--- src/rtl/water_pkg.sv ---
// Shared widths and defaults for the water sprite tile renderer.
package water_pkg;

    localparam int unsigned WATER_TILE_W      = 40;
    localparam int unsigned WATER_TILE_H      = 40;
    localparam int unsigned WATER_ANIM_PERIOD = 16;
    localparam int unsigned ROM_ADDR_W        = 11;
    localparam int unsigned COLOR_W           = 8;
    localparam int unsigned PIX_W             = 10;

    localparam logic [COLOR_W-1:0] WATER_TRANSP_KEY = 8'hFF;

    // Stage-1 pipeline qualifiers travelling alongside the ROM address.
    typedef struct packed {
        logic region;
        logic de;
    } stage1_t;

endpackage

--- src/rtl/tile_coord_counter.sv ---
// Tile-local u/v wrap counters plus row-base accumulator; produces v*TILE_W+u
// for the pixel currently on the inputs without a multiplier or divider.
module tile_coord_counter
    import water_pkg::*;
#(
    parameter int unsigned TILE_W = WATER_TILE_W,
    parameter int unsigned TILE_H = WATER_TILE_H
) (
    input  logic                  clk,
    input  logic                  rst_n,
    input  logic                  i_de,
    input  logic                  i_row_start,
    input  logic                  i_first_row,
    input  logic                  i_in_region,
    output logic [ROM_ADDR_W-1:0] o_addr_c
);

    localparam int unsigned U_W = (TILE_W > 1) ? $clog2(TILE_W) : 1;
    localparam int unsigned V_W = (TILE_H > 1) ? $clog2(TILE_H) : 1;

    logic [U_W-1:0]        r_u;
    logic [V_W-1:0]        r_v;
    logic [ROM_ADDR_W-1:0] r_base;

    logic [U_W-1:0]        w_u_cur;
    logic [U_W-1:0]        w_u_next;
    logic [V_W-1:0]        w_v_cur;
    logic [ROM_ADDR_W-1:0] w_base_cur;

    // Coordinates for the current pixel; a row start resolves the new row immediately.
    always_comb begin
        w_u_cur    = i_row_start ? '0 : r_u;
        w_u_next   = (w_u_cur == U_W'(TILE_W - 1)) ? '0 : w_u_cur + U_W'(1);
        w_v_cur    = r_v;
        w_base_cur = r_base;
        if (i_row_start) begin
            if (i_first_row || (r_v == V_W'(TILE_H - 1))) begin
                w_v_cur    = '0;
                w_base_cur = '0;
            end else begin
                w_v_cur    = r_v + V_W'(1);
                w_base_cur = r_base + ROM_ADDR_W'(TILE_W);
            end
        end
        o_addr_c = w_base_cur + ROM_ADDR_W'(w_u_cur);
    end

    // Counter state: u advances on in-region pixels, v/base latch at row start.
    always_ff @(posedge clk or negedge rst_n) begin
        if (!rst_n) begin
            r_u    <= '0;
            r_v    <= '0;
            r_base <= '0;
        end else begin
            if (i_de && (i_row_start || i_in_region)) begin
                r_u <= w_u_next;
            end
            if (i_row_start) begin
                r_v    <= w_v_cur;
                r_base <= w_base_cur;
            end
        end
    end

endmodule

--- src/rtl/water_tile_renderer.sv ---
// Water sprite tile renderer: tiles a 40x40 sprite ROM over a map region with a
// two-stage pixel pipeline (address, then colour). Optional frame animation is
// enabled with the WATER_ANIM_EN macro; otherwise rom_frame is fixed at 0.
module water_tile_renderer
    import water_pkg::*;
#(
    parameter int unsigned         TILE_W      = WATER_TILE_W,
    parameter int unsigned         TILE_H      = WATER_TILE_H,
    parameter int unsigned         ORIGIN_X    = 0,
    parameter int unsigned         ORIGIN_Y    = 0,
    parameter int unsigned         GRID_COLS   = 1,
    parameter int unsigned         GRID_ROWS   = 1,
    parameter logic [COLOR_W-1:0]  TRANSP_KEY  = WATER_TRANSP_KEY,
    parameter int unsigned         ANIM_PERIOD = WATER_ANIM_PERIOD
) (
    input  logic                  clk,
    input  logic                  rst_n,
    input  logic [PIX_W-1:0]      pix_x,
    input  logic [PIX_W-1:0]      pix_y,
    input  logic                  pix_de,
    input  logic                  vsync_pulse,
    output logic [ROM_ADDR_W-1:0] rom_addr,
    output logic                  rom_frame,
    input  logic [COLOR_W-1:0]    rom_data,
    output logic [COLOR_W-1:0]    pix_color,
    output logic                  pix_hit,
    output logic                  out_valid
);

    localparam int unsigned X_SPAN = GRID_COLS * TILE_W;
    localparam int unsigned Y_SPAN = GRID_ROWS * TILE_H;

    logic                  w_in_region;
    logic                  w_region_de;
    logic                  w_row_start;
    logic                  w_first_row;
    logic                  w_hit;
    logic [ROM_ADDR_W-1:0] w_addr_c;

    logic [ROM_ADDR_W-1:0] r_rom_addr;
    stage1_t               r_s1;
    logic [COLOR_W-1:0]    r_pix_color;
    logic                  r_pix_hit;
    logic                  r_out_valid;

    // Region test via unsigned offset: pixels left of / above the origin wrap to large values.
    always_comb begin
        w_in_region = ((32'(pix_x) - ORIGIN_X) < X_SPAN) && ((32'(pix_y) - ORIGIN_Y) < Y_SPAN);
        w_region_de = pix_de & w_in_region;
        w_row_start = pix_de & (pix_x == PIX_W'(ORIGIN_X));
        w_first_row = (pix_y == PIX_W'(ORIGIN_Y));
        w_hit       = r_s1.region & (rom_data != TRANSP_KEY);
    end

    tile_coord_counter #(
        .TILE_W (TILE_W),
        .TILE_H (TILE_H)
    ) u_coord (
        .clk         (clk),
        .rst_n       (rst_n),
        .i_de        (pix_de),
        .i_row_start (w_row_start),
        .i_first_row (w_first_row),
        .i_in_region (w_in_region),
        .o_addr_c    (w_addr_c)
    );

    // Stage 1: register ROM address (held outside region) and delay qualifiers.
    always_ff @(posedge clk or negedge rst_n) begin
        if (!rst_n) begin
            r_rom_addr <= '0;
            r_s1       <= '0;
        end else begin
            r_s1.region <= w_region_de;
            r_s1.de     <= pix_de;
            if (w_region_de) begin
                r_rom_addr <= w_addr_c;
            end
        end
    end

    // Stage 2: sample ROM data and apply the transparency key.
    always_ff @(posedge clk or negedge rst_n) begin
        if (!rst_n) begin
            r_pix_color <= '0;
            r_pix_hit   <= 1'b0;
            r_out_valid <= 1'b0;
        end else begin
            r_pix_hit   <= w_hit;
            r_pix_color <= w_hit ? rom_data : '0;
            r_out_valid <= r_s1.de;
        end
    end

`ifdef WATER_ANIM_EN
    localparam int unsigned ANIM_W = (ANIM_PERIOD > 1) ? $clog2(ANIM_PERIOD) : 1;

    logic [ANIM_W-1:0] r_anim_cnt;
    logic              r_rom_frame;

    // Frame animation: toggle sprite frame every ANIM_PERIOD vsync pulses.
    always_ff @(posedge clk or negedge rst_n) begin
        if (!rst_n) begin
            r_anim_cnt  <= '0;
            r_rom_frame <= 1'b0;
        end else if (vsync_pulse) begin
            if (r_anim_cnt == ANIM_W'(ANIM_PERIOD - 1)) begin
                r_anim_cnt  <= '0;
                r_rom_frame <= ~r_rom_frame;
            end else begin
                r_anim_cnt <= r_anim_cnt + ANIM_W'(1);
            end
        end
    end

    assign rom_frame = r_rom_frame;
`else
    logic w_unused_anim;
    assign w_unused_anim = ^{vsync_pulse, 1'(ANIM_PERIOD)};
    assign rom_frame     = 1'b0;
`endif

    assign rom_addr  = r_rom_addr;
    assign pix_color = r_pix_color;
    assign pix_hit   = r_pix_hit;
    assign out_valid = r_out_valid;

endmodule

--- config.mk ---
export PLATFORM = sky130hd
export DESIGN_NAME = water_tile_renderer
export DESIGN_NICKNAME = d
export VERILOG_FILES = /design/src/rtl/water_pkg.sv /design/src/rtl/tile_coord_counter.sv /design/src/rtl/water_tile_renderer.sv
export SDC_FILE = /design/constraint.sdc
export NUM_CORES = 1
export LEC_CHECK = 0
export CORE_MARGIN = 10
export CORE_UTILIZATION = 50
export CTS_BUF_LIST = sky130_fd_sc_hd__clkbuf_4
export DETAILED_ROUTE_END_ITERATION = 10
export PLACE_DENSITY = 0.79
export SLEW_MARGIN = 20
export SYNTH_ARGS = -nofsm -noshare
export SYNTH_HDL_FRONTEND = slang
export SYNTH_SLANG_ARGS = --single-unit
--- constraint.sdc ---
create_clock -name clk -period 4.7 [get_ports clk]
set_clock_uncertainty 0.1 [all_clocks]
set_input_delay 0.705 -clock clk [delete_from_list [all_inputs] [get_ports clk]]
set_output_delay 0.705 -clock clk [all_outputs]
set_load 0.05 [all_outputs]
==> Word level (Yosys, flattened, before mapping) <==
Index checks and enable logic that the tools add are counted.
{ "totals": {"reg_bits": 46, "latch_bits": 0, "mem_bits_rw": 0, "rom_bits": 0, "inputBits": 32, "out_inout_bits": 22, "word_cells": 33, "mem_count": 0} }
{ "classes": {"n_addsub": 4, "mul": 0, "n_div": 0, "order_cmp": 2, "n_eq_ne": 3, "shift": 0, "n_mux": 6, "n_bitwise": 3, "n_reduce_logical": 6} }
{ "op_table": {"columns": ["op", "count"], "rows": [
  ["two-way mux 11 bit", 2],
  ["zero test 10 bit", 2],
  ["less-than comparator 10 x 6 -> 1 bit, second input constant", 2],
  ["two-way mux 6 bit", 3],
  ["adder 6 x 1 -> 6 bit, second input constant", 2],
  ["== test 6 bit, second input constant", 2],
  ["adder 11 x 6 -> 11 bit", 1],
  ["adder 11 x 6 -> 11 bit, second input constant", 1],
  ["two-way mux 8 bit", 1],
  ["inequality test 8 bit, second input constant", 1],
  ["AND 1 bit", 3],
  ["logical AND 1 bit", 2],
  ["logical OR 1 bit", 2]
]} }

==> Logic depth before layout (Yosys ltp) <==
Gate-level depths: netlist of run 1.
{ "logic_depth": {"word_depth": 5, "depth_mapped": 14, "ltp_nobuf": 13} }

==> Modules after synthesis <==
Synthesis of run 1 repeated with hierarchy kept, for this count alone.
{ "hier_totals": {"cells_unflattened": 249, "hier_area_um2": 2578.7} }
{ "by_module_without_submodules": {"columns": ["mod", "n_inst", "cells_each", "area_each_um2", "seq_area_each_um2"], "rows": [
  ["tile_coord_counter", 1, 188, 1640.3, 575.6],
  ["water_tile_renderer", 1, 61, 938.4, 575.6]
]} }

==> Worst setup path after synthesis of run 1 <==
OpenSTA, ideal clock, no wires.
{ "synth_path": {"kind": "input to register", "start": "input port pix_de", "end": "register r_rom_addr[10], in the netlist rom_addr[10]", "setup_ps": 127, "arrival_ps": 3035, "t_required_ps": 4473, "setup_slack_ps": 1438, "stages": 14, "path_buffers": 2, "path_cell_list": "nor3b_4 -> nand4_2 -> clkbuf_8 -> clkbuf_1 -> and2_1 -> ha_1 -> inv_1 -> fa_1 -> nand2b_1 -> a21oi_1 -> o31ai_1 -> a211oi_1 -> xor2_1 -> o21ai_0"} }
{ "synth_between": {"elab_chain_cells": 3, "elab_cells_between_ends": 5, "cone_classes": "1 x add/sub; 2 x mux; 2 x bitwise"} }
{ "synth_rtl": {"columns": ["element", "line_no", "text"], "rows": [
  ["start, declared", "water_tile_renderer.sv:20", "input logic pix_de,"],
  ["AND 1 bit", "water_tile_renderer.sv:50", "w_row_start = pix_de & (pix_x == PIX_W'(ORIGIN_X));"],
  ["two-way mux 11 bit or two-way mux 6 bit (tied branches)", "tile_coord_counter.sv:36, tile_coord_counter.sv:32", null],
  ["adder 11 x 6 -> 11 bit", "tile_coord_counter.sv:45", "o_addr_c = w_base_cur + ROM_ADDR_W'(w_u_cur);"],
  ["end signal, assigned", "water_tile_renderer.sv:77", "r_rom_addr <= w_addr_c;"],
  ["end, declared", "water_tile_renderer.sv:40", "logic [ROM_ADDR_W-1:0] r_rom_addr;"]
]} }
Parallel ways exist; a longest one is shown, timed or not.
A chain may end at the register's enable or synchronous reset.

==> Worst setup path in the final report of run 1 <==
{ "layout_path": {"start": "input port pix_x[5]", "end": "register r_rom_addr[8], in the netlist rom_addr[8]"} }
{ "layout_between": {"elab_chain_cells": 4, "elab_cells_between_ends": 8, "cone_classes": "1 x add/sub; 1 x order compare; 2 x mux; 2 x bitwise; 2 x reduce/logical"} }
{ "layout_rtl": {"columns": ["element", "line_no", "text"], "rows": [
  ["start, declared", "water_tile_renderer.sv:18", "input logic [PIX_W-1:0] pix_x,"],
  ["zero test 10 bit", "water_tile_renderer.sv:50", null],
  ["AND 1 bit", "water_tile_renderer.sv:50", null],
  ["two-way mux 11 bit", "tile_coord_counter.sv:36", "if (i_row_start) begin"],
  ["net u_coord.w_base_cur[0]", "tile_coord_counter.sv:28", "logic [ROM_ADDR_W-1:0] w_base_cur;"],
  ["adder 11 x 6 -> 11 bit", "tile_coord_counter.sv:45", null]
]} }
The timed path passes the listed nets, and every way through them passes these cells.

==> key figures, run 1 <==
GRT
  – Largest net degree at the start of global routing: 47
  – Remaining Overflow, GRT: 0
  – First-pass GRT wire length: 8.44 mm
  – Vias in the first global route: 1937
  – Initial antenna violation count: 0
  – Gr usage total: 13.4%

Timing
  – Slew Limit Fails: 0
  – Min Hold Slack: 0.220 ns
  – Worst slew margin: 60.9%
  – Setup TNS: 0 ns
  – Highest clock rate: 0.260 GHz
  – Setup ws final: 0.854 ns
  – RSZ-0062 raised after global routing: false
  – Fin crit period: a little under 4 ns
  – Final Hold Vio Count: 0
  – Setup Viol. Count Final: 0
  – Worst slew pin tran: 0.586 ns
  – Crit share post-route: 81.8%

Layout
  – P&R area growth vs syn: 25.6%
  – Commonest non-fill, non-tap cell in the layout: clkdlybuf4s50_1
  – Layout Nets: 337
  – Finished Core Util: 64.6%
  – Most frequent cells in the layout: clkdlybuf4s50_1, dfrtp_1, nor2_1
  – Non-Filler Instances: 350
  – Number of diodes: 0
  – Share of cells above drive strength 1: 7.09%

Die
  – Die area: roughly 0.008 mm²
  – Cell row count: 25
  – Initial Util: between 50 and 60%
  – Area of the core: 0.00469 mm²
  – Die span in x: 89.5 µm
  – Die Span Y: 89.5 µm
  – I/O Pins: 54

Placement
  – Hpwl dp: a little under 4 mm
  – Routability congestion estimate: a little under 0.8
  – Dpl ws: 0.473 ns
  – Placed insts: 342
  – PortBufs: 51

Logic synthesis
  – Area leader, netlist: dfrtp_1
  – Post-Synthesis Cells: 241
  – Netlist Area Pre-Place: 0.00241 mm²
  – Avg Inst Size Synth: 10.0 µm²
  – Cell variety after synth: 48
  – FF+latch count, synth: 46
  – Ys async rst share: 100%
  – Synth Flop Type: dfrtp_1
  – Top post-synthesis cells by area: dfrtp_1, ha_1, o21ai_0, nor2_1, xor2_1
  – Top-area cell type share of the netlist area: between 40% and 50%
  – Number of synthesized flops with an enable pin: 0
  – YS warnings: 0
  – Sequential fraction of the synthesis area: 47.7%
  – Mapped Nets: 283

Pwr
  – VDD IR-drop max: around 110 µV
  – Combinational share of power: 7.3%
  – Static leakage: 1.35 nW
  – Sw Pwr: 152 µW
  – Register share of total power: 57.5%
  – Pwr Density: around 230 mW/mm²
  – Net Sw Frac: 21.9%
  – Clock group share of total power: 35.2%
  – P_int: 543 µW

Hold path
  – Worst Hold Class: in -> async

Critical path
  – Worst path cell trace: clkdlybuf4s50_1, nor4_4, nand4_2, a21oi_4, nor2b_1, ha_1, inv_1, fa_1, nand2b_1, a21oi_1, o31ai_1, a21oi_1, xor2_1, o21ai_0
  – CP Launch Type: input pin
  – Reg-to-reg slack, setup: 1.65 ns
  – R2R cell count: 13
  – Cell family with most CP delay: compound AO/OA/AOI/OAI gates
  – Levels on crit path: 14
  – Worst reg2reg startpoint: u_coord.r_v[0]$_DFFE_PN0N_
  – Crit-path most repeated cell: a21oi_1
  – Largest stage delay on the critical path: 0.46 ns
  – WS Path Type: in -> reg
  – WP data required: roughly 4.9 ns
  – Worst Path Arrival: 4.04 ns
  – CP Capture Type: register
  – CP Buf/Inv Count: 2
  – R2R Path End: rom_addr[10]$_DFFE_PN0P_
  – Slowest CP cell: clkdlybuf4s50_1
  – Crit path max fanout: 16

Route
  – Residual DRC: 0
  – Routed length per placed instance: 15.0 µm
  – First-pass DRT Iterations: 4
  – Routed wire length: around 5.2 mm
  – Vias per std cell: 5.51
  – Routed Antenna Nets: 0
  – Drt first-iter violations: 71
  – Vias: 1929

CTS
  – Postcts setup bufs: 0
  – CTS buffer count: 5
  – H-tree depth: 2
  – Maximum root-to-sink buffer count: 2
  – Clock Pin Slew Worst Setup and Hold Paths: 0.14 ns
  – Worst-Skew Late Latency: between 0.3 and 0.4 ns
  – Num Clock Sinks: 46
  – Hold Buf Count CTS: 0
  – CTS resizes: 0
  – Root Driver: clkbuf_4
  – CTS tree: done

Run
  – MaxCap Viol Count: 0

Outcome
  – Status: finished clean
==> metrics by stage <==
step | power [mW] | area, µm²
floorplan | 0.420 | 2410
global placement | 0.457 | 2950
detailed placement | 0.458 | 2950
CTS | 0.704 | 3030
global route | 0.721 | 3030
finish | 0.696 | 3030
==> worst register-to-register path, stage by stage (launching register included) <==
cell and delay, ns:
dfrtp_1 0.44, ha_1 0.25, nand4_1 0.18, a21oi_4 0.11, nor2b_1 0.15, ha_1 0.21, inv_1 0.07, fa_1 0.37
nand2b_1 0.20, a21oi_1 0.21, o31ai_1 0.16, a211oi_1 0.28, xor2_1 0.16, o21ai_0 0.08
==> power groups by stage <==
| stage | combinational [mW] | clock [mW] | sequential (mW) |
|---|---|---|---|
| after global routing | 0.0551 | 0.266 | 0.400 |
| after global placement | 0.0500 | 0 | 0.407 |
| after CTS | 0.0510 | 0.253 | 0.400 |
| after floorplan | 0.0110 | 0 | 0.409 |
| after detailed placement | 0.0506 | 0 | 0.407 |
| final | 0.0507 | 0.245 | 0.400 |
==> cell usage after synthesis (3+ instances only) <==
cell,number
dfrtp_1,46
nor2_1,25
nand2_1,22
o21ai_0,19
and2_1,13
xor2_1,10
ha_1,9
a21oi_1,8
inv_1,7
nor3_1,7
a211oi_1,6
nand4_1,6
nor2b_1,6
xnor2_1,6
nand3_1,5
a22o_1,3
nand2b_1,3
nor4_1,3
==> metal layers <==
layer / vias up / global-route usage (%) / share of wire, %
li1: 952 / - / -
met2: 51 / 23.8 / 50
met5: - / 0 / 0
met1: 914 / 14.8 / 43
met4: 0 / 5.20 / 2.2
met3: 12 / 3.37 / 5.1
==> kinds of logic (layout without fill, tap and decap cells) <==
| kind of cell | count (synthesis) | in the layout | share of synthesized area, % |
|---|---|---|---|
| adders and majority gates | 10 | 10 | 5.50 |
| AOI/OAI and AO/OA | 49 | 49 | 13.1 |
| and+or+nand+nor | 104 | 104 | 23.5 |
| muxes | 1 | 1 | 0.467 |
| DFF | 46 | 46 | 47.7 |
| xor gates and xnor gates | 16 | 16 | 5.81 |
| buffers and inverters | 14 | 69 | 3.68 |
| other | 1 | 1 | 0.155 |
==> state kept, by name, summed over array words and instances, names as in the netlist <==
| signal | cells |
|---|---|
| out_valid | 1 |
| pix_color | 8 |
| pix_hit | 1 |
| r_s1 | 2 |
| rom_addr | 11 |
| u_coord.r_base | 11 |
| u_coord.r_u | 6 |
| u_coord.r_v | 6 |
==> how the worst max path moves through the flow <==
stage                         from  slack, ns                        to
after floorplan             pix_de       1.44  rom_addr[10]$_DFFE_PN0P_
after global placement    pix_x[5]       0.54   rom_addr[9]$_DFFE_PN0P_
after detailed placement  pix_x[5]       0.47   rom_addr[8]$_DFFE_PN0P_
after CTS                 pix_x[5]       0.83   rom_addr[8]$_DFFE_PN0P_
after global routing      pix_x[5]       0.50   rom_addr[9]$_DFFE_PN0P_
final                     pix_x[5]       0.85   rom_addr[8]$_DFFE_PN0P_
==> final cells by class <==
type | count | area (µm²)
fillers | 382 | 1660
multi-input cells | 181 | 1170
flip-flops and latches | 46 | 1150
clock buffers | 6 | 45.0
repair buffers | 54 | 531
clock inverters | 2 | 37.5
inverters | 7 | 26.3
well taps | 54 | 67.6
Note: power is estimated with default switching activity, not from simulation.
==> run 2, diff against run 1 <==
--- a/config.mk
+++ b/config.mk
@@ -6,10 +6,10 @@
 export NUM_CORES = 1
 export LEC_CHECK = 0
 export CORE_MARGIN = 10
-export CORE_UTILIZATION = 50
+export CORE_UTILIZATION = 47
 export CTS_BUF_LIST = sky130_fd_sc_hd__clkbuf_4
 export DETAILED_ROUTE_END_ITERATION = 10
-export PLACE_DENSITY = 0.79
+export PLACE_DENSITY = 0.78
 export SLEW_MARGIN = 20
 export SYNTH_ARGS = -nofsm -noshare
 export SYNTH_HDL_FRONTEND = slang
==> constraint.sdc (replaced) <==
create_clock -name clk -period 3.46 [get_ports clk]
set_clock_uncertainty 0.1 [all_clocks]
set_input_delay 0.519 -clock clk [delete_from_list [all_inputs] [get_ports clk]]
set_output_delay 0.519 -clock clk [all_outputs]
set_load 0.05 [all_outputs]
==> run 2 against run 1 <==
  * Utilization barely moved
  * Non-clock buffer count grew 28
  * Critical endpoint is now rom_addr[10]$_DFFE_PN0P_
  * Global-route usage shrank 0.69 points
  * Combinational power increased by 45%
  * Total power up 34%
==> key figures, run 2 (synthesis results as in run 1) <==
Outcome
  – Status: finished clean

Critical path
  – CP Buf/Inv Count: 4
  – Largest stage delay on the critical path: 0.52 ns
  – Worst Setup SP: pix_x[5]
  – Worst path cell trace: clkdlybuf4s50_1, nor4_4, nand4_2, buf_4, and2_1, ha_1, inv_1, fa_1, nand2b_1, a21oi_1, o31ai_1, buf_4, a211oi_1, xor2_1, o21ai_0
  – WS Path Type: in -> reg
  – R2R Path End: rom_addr[10]$_DFFE_PN0P_
  – WP data required: 3.62 ns
  – CP Capture Type: register
  – Slowest CP cell: clkdlybuf4s50_1
  – Crit-path most repeated cell: buf_4
  – R2R cell count: 14
  – Critical path destination: rom_addr[10]$_DFFE_PN0P_
  – Worst reg2reg startpoint: u_coord.r_v[0]$_DFFE_PN0N_
  – Crit path max fanout: 14
  – Levels on crit path: 15
  – Reg-to-reg slack, setup: 0.36 ns
  – Cell family with most CP delay: buffers and inverters
  – CP Launch Type: input pin
  – Worst Path Arrival: 3.37 ns

CTS
  – Num Clock Sinks: 46
  – CTS buffer count: 5
  – Root Driver: clkbuf_4
  – H-tree depth: 2
  – Hold Buf Count CTS: 0
  – CTS tree: done
  – Clock Pin Slew Worst Setup and Hold Paths: between 0.1 and 0.15 ns
  – CTS resizes: 0
  – Postcts setup bufs: 0
  – Maximum root-to-sink buffer count: 2
  – Worst-Skew Late Latency: 0.36 ns

Timing
  – Crit share post-route: 92.9%
  – Final Hold Vio Count: 0
  – Slew Limit Fails: 0
  – Worst slew pin tran: ~0.55 ns
  – Fin crit period: approximately 3.2 ns
  – Setup Viol. Count Final: 0
  – Highest clock rate: 0.311 GHz
  – Worst slew margin: 63.0%
  – RSZ-0062 raised after global routing: false

Placement
  – PortBufs: 51
  – Hpwl dp: 4.06 mm
  – Placed insts: 386
  – Routability congestion estimate: 0.806

Pwr
  – Power, Total: 934 µW
  – Static leakage: 1.49 nW
  – Combinational share of power: 7.9%
  – Clock group share of total power: ~34%
  – Sw Pwr: 202 µW
  – Pwr Density: between 200 and 300 mW/mm²
  – P_int: 732 µW
  – VDD IR-drop max: 193 µV
  – Net Sw Frac: 21.6%
  – Register share of total power: 58.1%

Route
  – Routed wire length: approximately 5 mm
  – First-pass DRT Iterations: 4
  – Vias: 1955
  – Routed length per placed instance: approximately 13 µm
  – Drt first-iter violations: 84
  – Vias per std cell: ~5.0
  – Residual DRC: 0
  – Routed Antenna Nets: 0

Layout
  – P&R area growth vs syn: 35.0%
  – Number of diodes: 0
  – Most frequent cells in the layout: clkdlybuf4s50_1, dfrtp_1, buf_4
  – Finished Core Util: 64.6%
  – Layout Nets: 365
  – Share of cells above drive strength 1: 15.1%
  – Commonest non-fill, non-tap cell in the layout: clkdlybuf4s50_1
  – Non-Filler Instances: 394

Die
  – I/O Pins: 54
  – Die area: 0.00840 mm²
  – Die Span Y: approximately 92 µm
  – Cell row count: 26
  – Initial Util: 47.8%
  – Die span in x: 91.6 µm
  – Area of the core: between 0.005 and 0.006 mm²

GRT
  – First-pass GRT wire length: 8.94 mm
  – Gr usage total: 12.7%
  – Largest net degree at the start of global routing: 47
  – Vias in the first global route: 2008
  – Remaining Overflow, GRT: 0
  – Initial antenna violation count: 0

Hold path
  – Worst Hold Class: in -> async

Run
  – MaxCap Viol Count: 0
-- run 2: cell count changes in the layout (fill, tap and decap cells not counted) --
cell	delta
clkinv_2	+2
buf_4	+28
clkbuf_4	-1
clkinvlp_4	-1
-- run 2: metrics by stage --
stage / instance area [µm²] / TNS (ns) / hold WS [ns] / setup WS [ns]
CTS: 3250 / 0 / 0.228 / 0.234
finish: 3260 / 0 / 0.0311 / 0.246
detailed placement: 3180 / -0.513 / 0.238 / -0.153
global placement: 3180 / -0.147 / 0.234 / -0.0663
global route: 3260 / 0 / 0.0584 / 0.0306
floorplan: 2410 / 0 / 0.123 / 0.384
-- run 2: power groups by stage --
stage          registers, mW  logic (mW)  clock network [mW]
2_1_floorplan          0.555      0.0150                   0
3_3_place_gp           0.553      0.0724                   0
3_5_place_dp           0.553      0.0740                   0
4_1_cts                0.543      0.0743               0.330
5_1_grt                0.544      0.0809               0.350
6_report               0.543      0.0733               0.318
-- run 2: layout make-up --
class	instances	area [µm²]
Tap cell	70	87.6
Sequential cell	46	1150
Clock buffer	5	37.5
Timing Repair Buffer	82	741
Multi-Input combinational cell	181	1170
Fill cell	432	1790
Inverter	7	26.3
Clock inverter	3	40.0
-- run 2: worst min path at each step --
stage                                       endpoint  slack (ns)  depth (start not counted)
after global placement           out_valid$_DFF_PN0_        0.23                          0
after floorplan                  out_valid$_DFF_PN0_        0.12                          0
final                         pix_color[6]$_DFF_PN0_        0.03                          1
after global routing          pix_color[6]$_DFF_PN0_        0.06                          1
after detailed placement         out_valid$_DFF_PN0_        0.24                          0
after CTS                 u_coord.r_u[4]$_DFFE_PN0P_        0.23                          1
-- run 2: routing by layer --
metal  track usage, %  routed length [µm]  vias up
li1                 -                   -     1009
met1             14.1                2180      913
met2             22.5                2600       26
met3             2.85                 185        7
met4             5.87                 100        0
met5                0                   0        -
==> run 3, diff against run 2 <==
--- a/config.mk
+++ b/config.mk
@@ -5,11 +5,11 @@
 export SDC_FILE = /design/constraint.sdc
 export NUM_CORES = 1
 export LEC_CHECK = 0
-export CORE_MARGIN = 10
-export CORE_UTILIZATION = 47
+export CORE_MARGIN = 3
+export CORE_UTILIZATION = 50
 export CTS_BUF_LIST = sky130_fd_sc_hd__clkbuf_4
 export DETAILED_ROUTE_END_ITERATION = 10
-export PLACE_DENSITY = 0.78
+export PLACE_DENSITY = 0.79
 export SLEW_MARGIN = 20
 export SYNTH_ARGS = -nofsm -noshare
 export SYNTH_HDL_FRONTEND = slang
==> constraint.sdc (replaced) <==
create_clock -name clk -period 3 [get_ports clk]
set_clock_uncertainty 0.1 [all_clocks]
set_input_delay 0.45 -clock clk [delete_from_list [all_inputs] [get_ports clk]]
set_output_delay 0.45 -clock clk [all_outputs]
set_load 0.05 [all_outputs]
==> run 3 against run 2 <==
  * Utilization up 13 points
  * Global-route usage up 7.2 points
  * Final area rose by 6.6%
  * Sequential share of layout area shrank 2.2 points
  * Worst hold slack improved by 0.19 ns
  * Setup slack got worse by 0.24 ns
  * Die area is 32% lower
  * Sequential power is 15% higher
  * Final cell count fell by 1.5%
  * Non-clock buffer count up 12
  * Via count rose by 8.5%
  * Total power rose by 18%
  * Critical endpoint is now rom_addr[7]$_DFFE_PN0P_
  * Largest power group unchanged
==> key figures, run 3 (synthesis results as in run 1) <==
Route
  – Residual DRC: 0
  – Routed length per placed instance: 14.5 µm
  – Routed Antenna Nets: 0
  – Vias: 2122
  – Drt first-iter violations: 132
  – Vias per std cell: 5.47
  – First-pass DRT Iterations: 4
  – Routed wire length: between 5 and 6 mm

Critical path
  – Worst Setup SP: pix_x[8]
  – Reg-to-reg slack, setup: 0.15 ns
  – WP data required: 3.16 ns
  – Worst Path Arrival: 3.16 ns
  – Largest stage delay on the critical path: 0.45 ns
  – Cell family with most CP delay: simple AND/OR/NAND/NOR gates
  – Slowest CP cell: clkdlybuf4s50_1
  – Worst path cell trace: clkdlybuf4s50_1, nor3b_4, nand4_2, buf_12, or3_1, a21oi_1, ha_2, nor2_1, nor2_1, o41ai_2, buf_4, nor3_1, xnor2_1, o21ai_1
  – R2R cell count: 14
  – Crit path max fanout: 8
  – Crit-path most repeated cell: nor2_1
  – Worst reg2reg startpoint: u_coord.r_v[1]$_DFFE_PN0N_
  – R2R Path End: rom_addr[8]$_DFFE_PN0P_
  – CP Buf/Inv Count: 3
  – CP Capture Type: register
  – WS Path Type: in -> reg
  – CP Launch Type: input pin

Layout
  – Share of cells above drive strength 1: 23.5%
  – P&R area growth vs syn: 43.9%
  – Layout Nets: 377
  – Final Cell Area: 0.00347 mm²
  – Most frequent cells in the layout: clkdlybuf4s50_1, dfrtp_1, buf_4
  – Finished Core Util: 77.1%
  – Number of diodes: 0

CTS
  – Num Clock Sinks: 46
  – CTS buffer count: 5
  – Clock Pin Slew Worst Setup and Hold Paths: 0.13 ns
  – Maximum root-to-sink buffer count: 2
  – H-tree depth: 2
  – Worst-Skew Late Latency: roughly 0.36 ns
  – CTS tree: done
  – Root Driver: clkbuf_4

Timing
  – Highest clock rate: between 0.3 and 0.4 GHz
  – Worst slew pin tran: 0.554 ns
  – Setup TNS: 0 ns
  – Slew Limit Fails: 0
  – Crit share post-route: 99.7%
  – Fin crit period: 2.99 ns
  – Final Hold Vio Count: 0
  – Setup Viol. Count Final: 0
  – Setup ws final: 0.00815 ns
  – Worst slew margin: 63.1%

Placement
  – Area post-placement: 0.00320 mm²
  – Hpwl dp: 3.87 mm
  – Routability congestion estimate: 0.800
  – Dpl ws: -0.501 ns
  – PortBufs: 51

Die
  – I/O Pins: 54
  – Die Span Y: 75.5 µm
  – Die area: approximately 0.0057 mm²
  – Initial Util: 53.6%
  – Cell row count: 24
  – Area of the core: between 0.004 and 0.005 mm²
  – Die span in x: 75.5 µm

Pwr
  – Static leakage: 1.62 nW
  – Power, Total: 1.10 mW
  – VDD IR-drop max: roughly 250 µV
  – Pwr Density: 317 mW/mm²

GRT
  – Met3 usage: 4.22%
  – GR Util met2: 33.4%
  – Largest net degree at the start of global routing: between 40 and 50
  – Remaining Overflow, GRT: 0
  – Vias in the first global route: 1997
  – Initial antenna violation count: 0
  – First-pass GRT wire length: 8.63 mm
  – Met1 global-route usage: ~25%
  – Gr usage total: 19.8%
  – GR peak layer: met2

Outcome
  – Status: finished clean

Hold path
  – Hold wc startpoint: pix_de
  – Hold path cells: 2
  – WHS Endpoint: r_s1[0]$_DFF_PN0_
  – Worst Hold Class: in -> reg

Run
  – MaxCap Viol Count: 0
==> run 3: cell count changes in the layout (fill, tap and decap cells not counted), moves of 3 or more <==
cell | previous run | this run
o21ai_0 | 19 | 13
buf_4 | 32 | 40
a211oi_2 | 0 | 3
o21ai_1 | 1 | 6
a211oi_1 | 6 | 3
clkdlybuf4s50_1 | 50 | 46
dlymetal6s2s_1 | 0 | 4
==> run 3: where the power goes <==
group          switching [mW]  internal, mW  total, mW  leakage, nW
logic                  0.0410        0.0503     0.0913        0.939
registers             0.00257         0.624      0.626        0.638
clock network           0.197         0.185      0.382       0.0419
total                   0.241         0.859       1.10         1.62
==> run 3: final cells by class <==
type | count | area (µm²)
clock buffer | 6 | 45.0
clock inverter | 2 | 37.5
tap | 52 | 65.1
multi-input combinational | 181 | 1270
sequential | 46 | 1150
fill | 283 | 1030
timing repair buffer | 94 | 881
inverter | 7 | 26.3
==> run 3: metal layers <==
metal	wire [µm]	vias to the layer above
met5	0	-
met4	126	0
met3	238	14
met2	2880	65
met1	2360	1008
li1	-	1035
==> run 3: stage by stage <==
| step | cells | hold WS [ns] |
|---|---|---|
| after global routing | 388 | 0.199 |
| after CTS | 380 | 0.152 |
| after global placement | 372 | 0.233 |
| after floorplan | 241 | 0.0544 |
| after detailed placement | 372 | 0.251 |
| final | 388 | 0.219 |
==> run 3: worst register-to-register path: stages (launching register included) <==
cell and delay [ns]:
dfrtp_1 0.43, ha_1 0.21, nand4_1 0.17, a21oi_4 0.11
nor2b_2 0.13, ha_2 0.20, inv_2 0.05, fa_2 0.38
nand2b_4 0.17, a21oi_4 0.15, o31ai_2 0.08, buf_4 0.15
a21oi_1 0.16, xor2_1 0.18, o21ai_1 0.09
==> run 3: repair_timing <==
item	in CTS	in global routing
setup buffers	0	6
gates resized for setup	8	25
hold buffers	0	1
pin swaps	2	9
gates cloned	0	1
endpoints found under the setup margin	4	6
hold endpoints to repair	0	23
==> run 3: how the worst max path moves through the flow <==
| stage | endpoint | cells after the start |
|---|---|---|
| after global routing | rom_addr[8]$_DFFE_PN0P_ | 16 |
| after detailed placement | rom_addr[10]$_DFFE_PN0P_ | 16 |
| after CTS | rom_addr[7]$_DFFE_PN0P_ | 14 |
| after global placement | rom_addr[10]$_DFFE_PN0P_ | 13 |
| final | rom_addr[7]$_DFFE_PN0P_ | 14 |
| after floorplan | rom_addr[9]$_DFFE_PN0P_ | 12 |
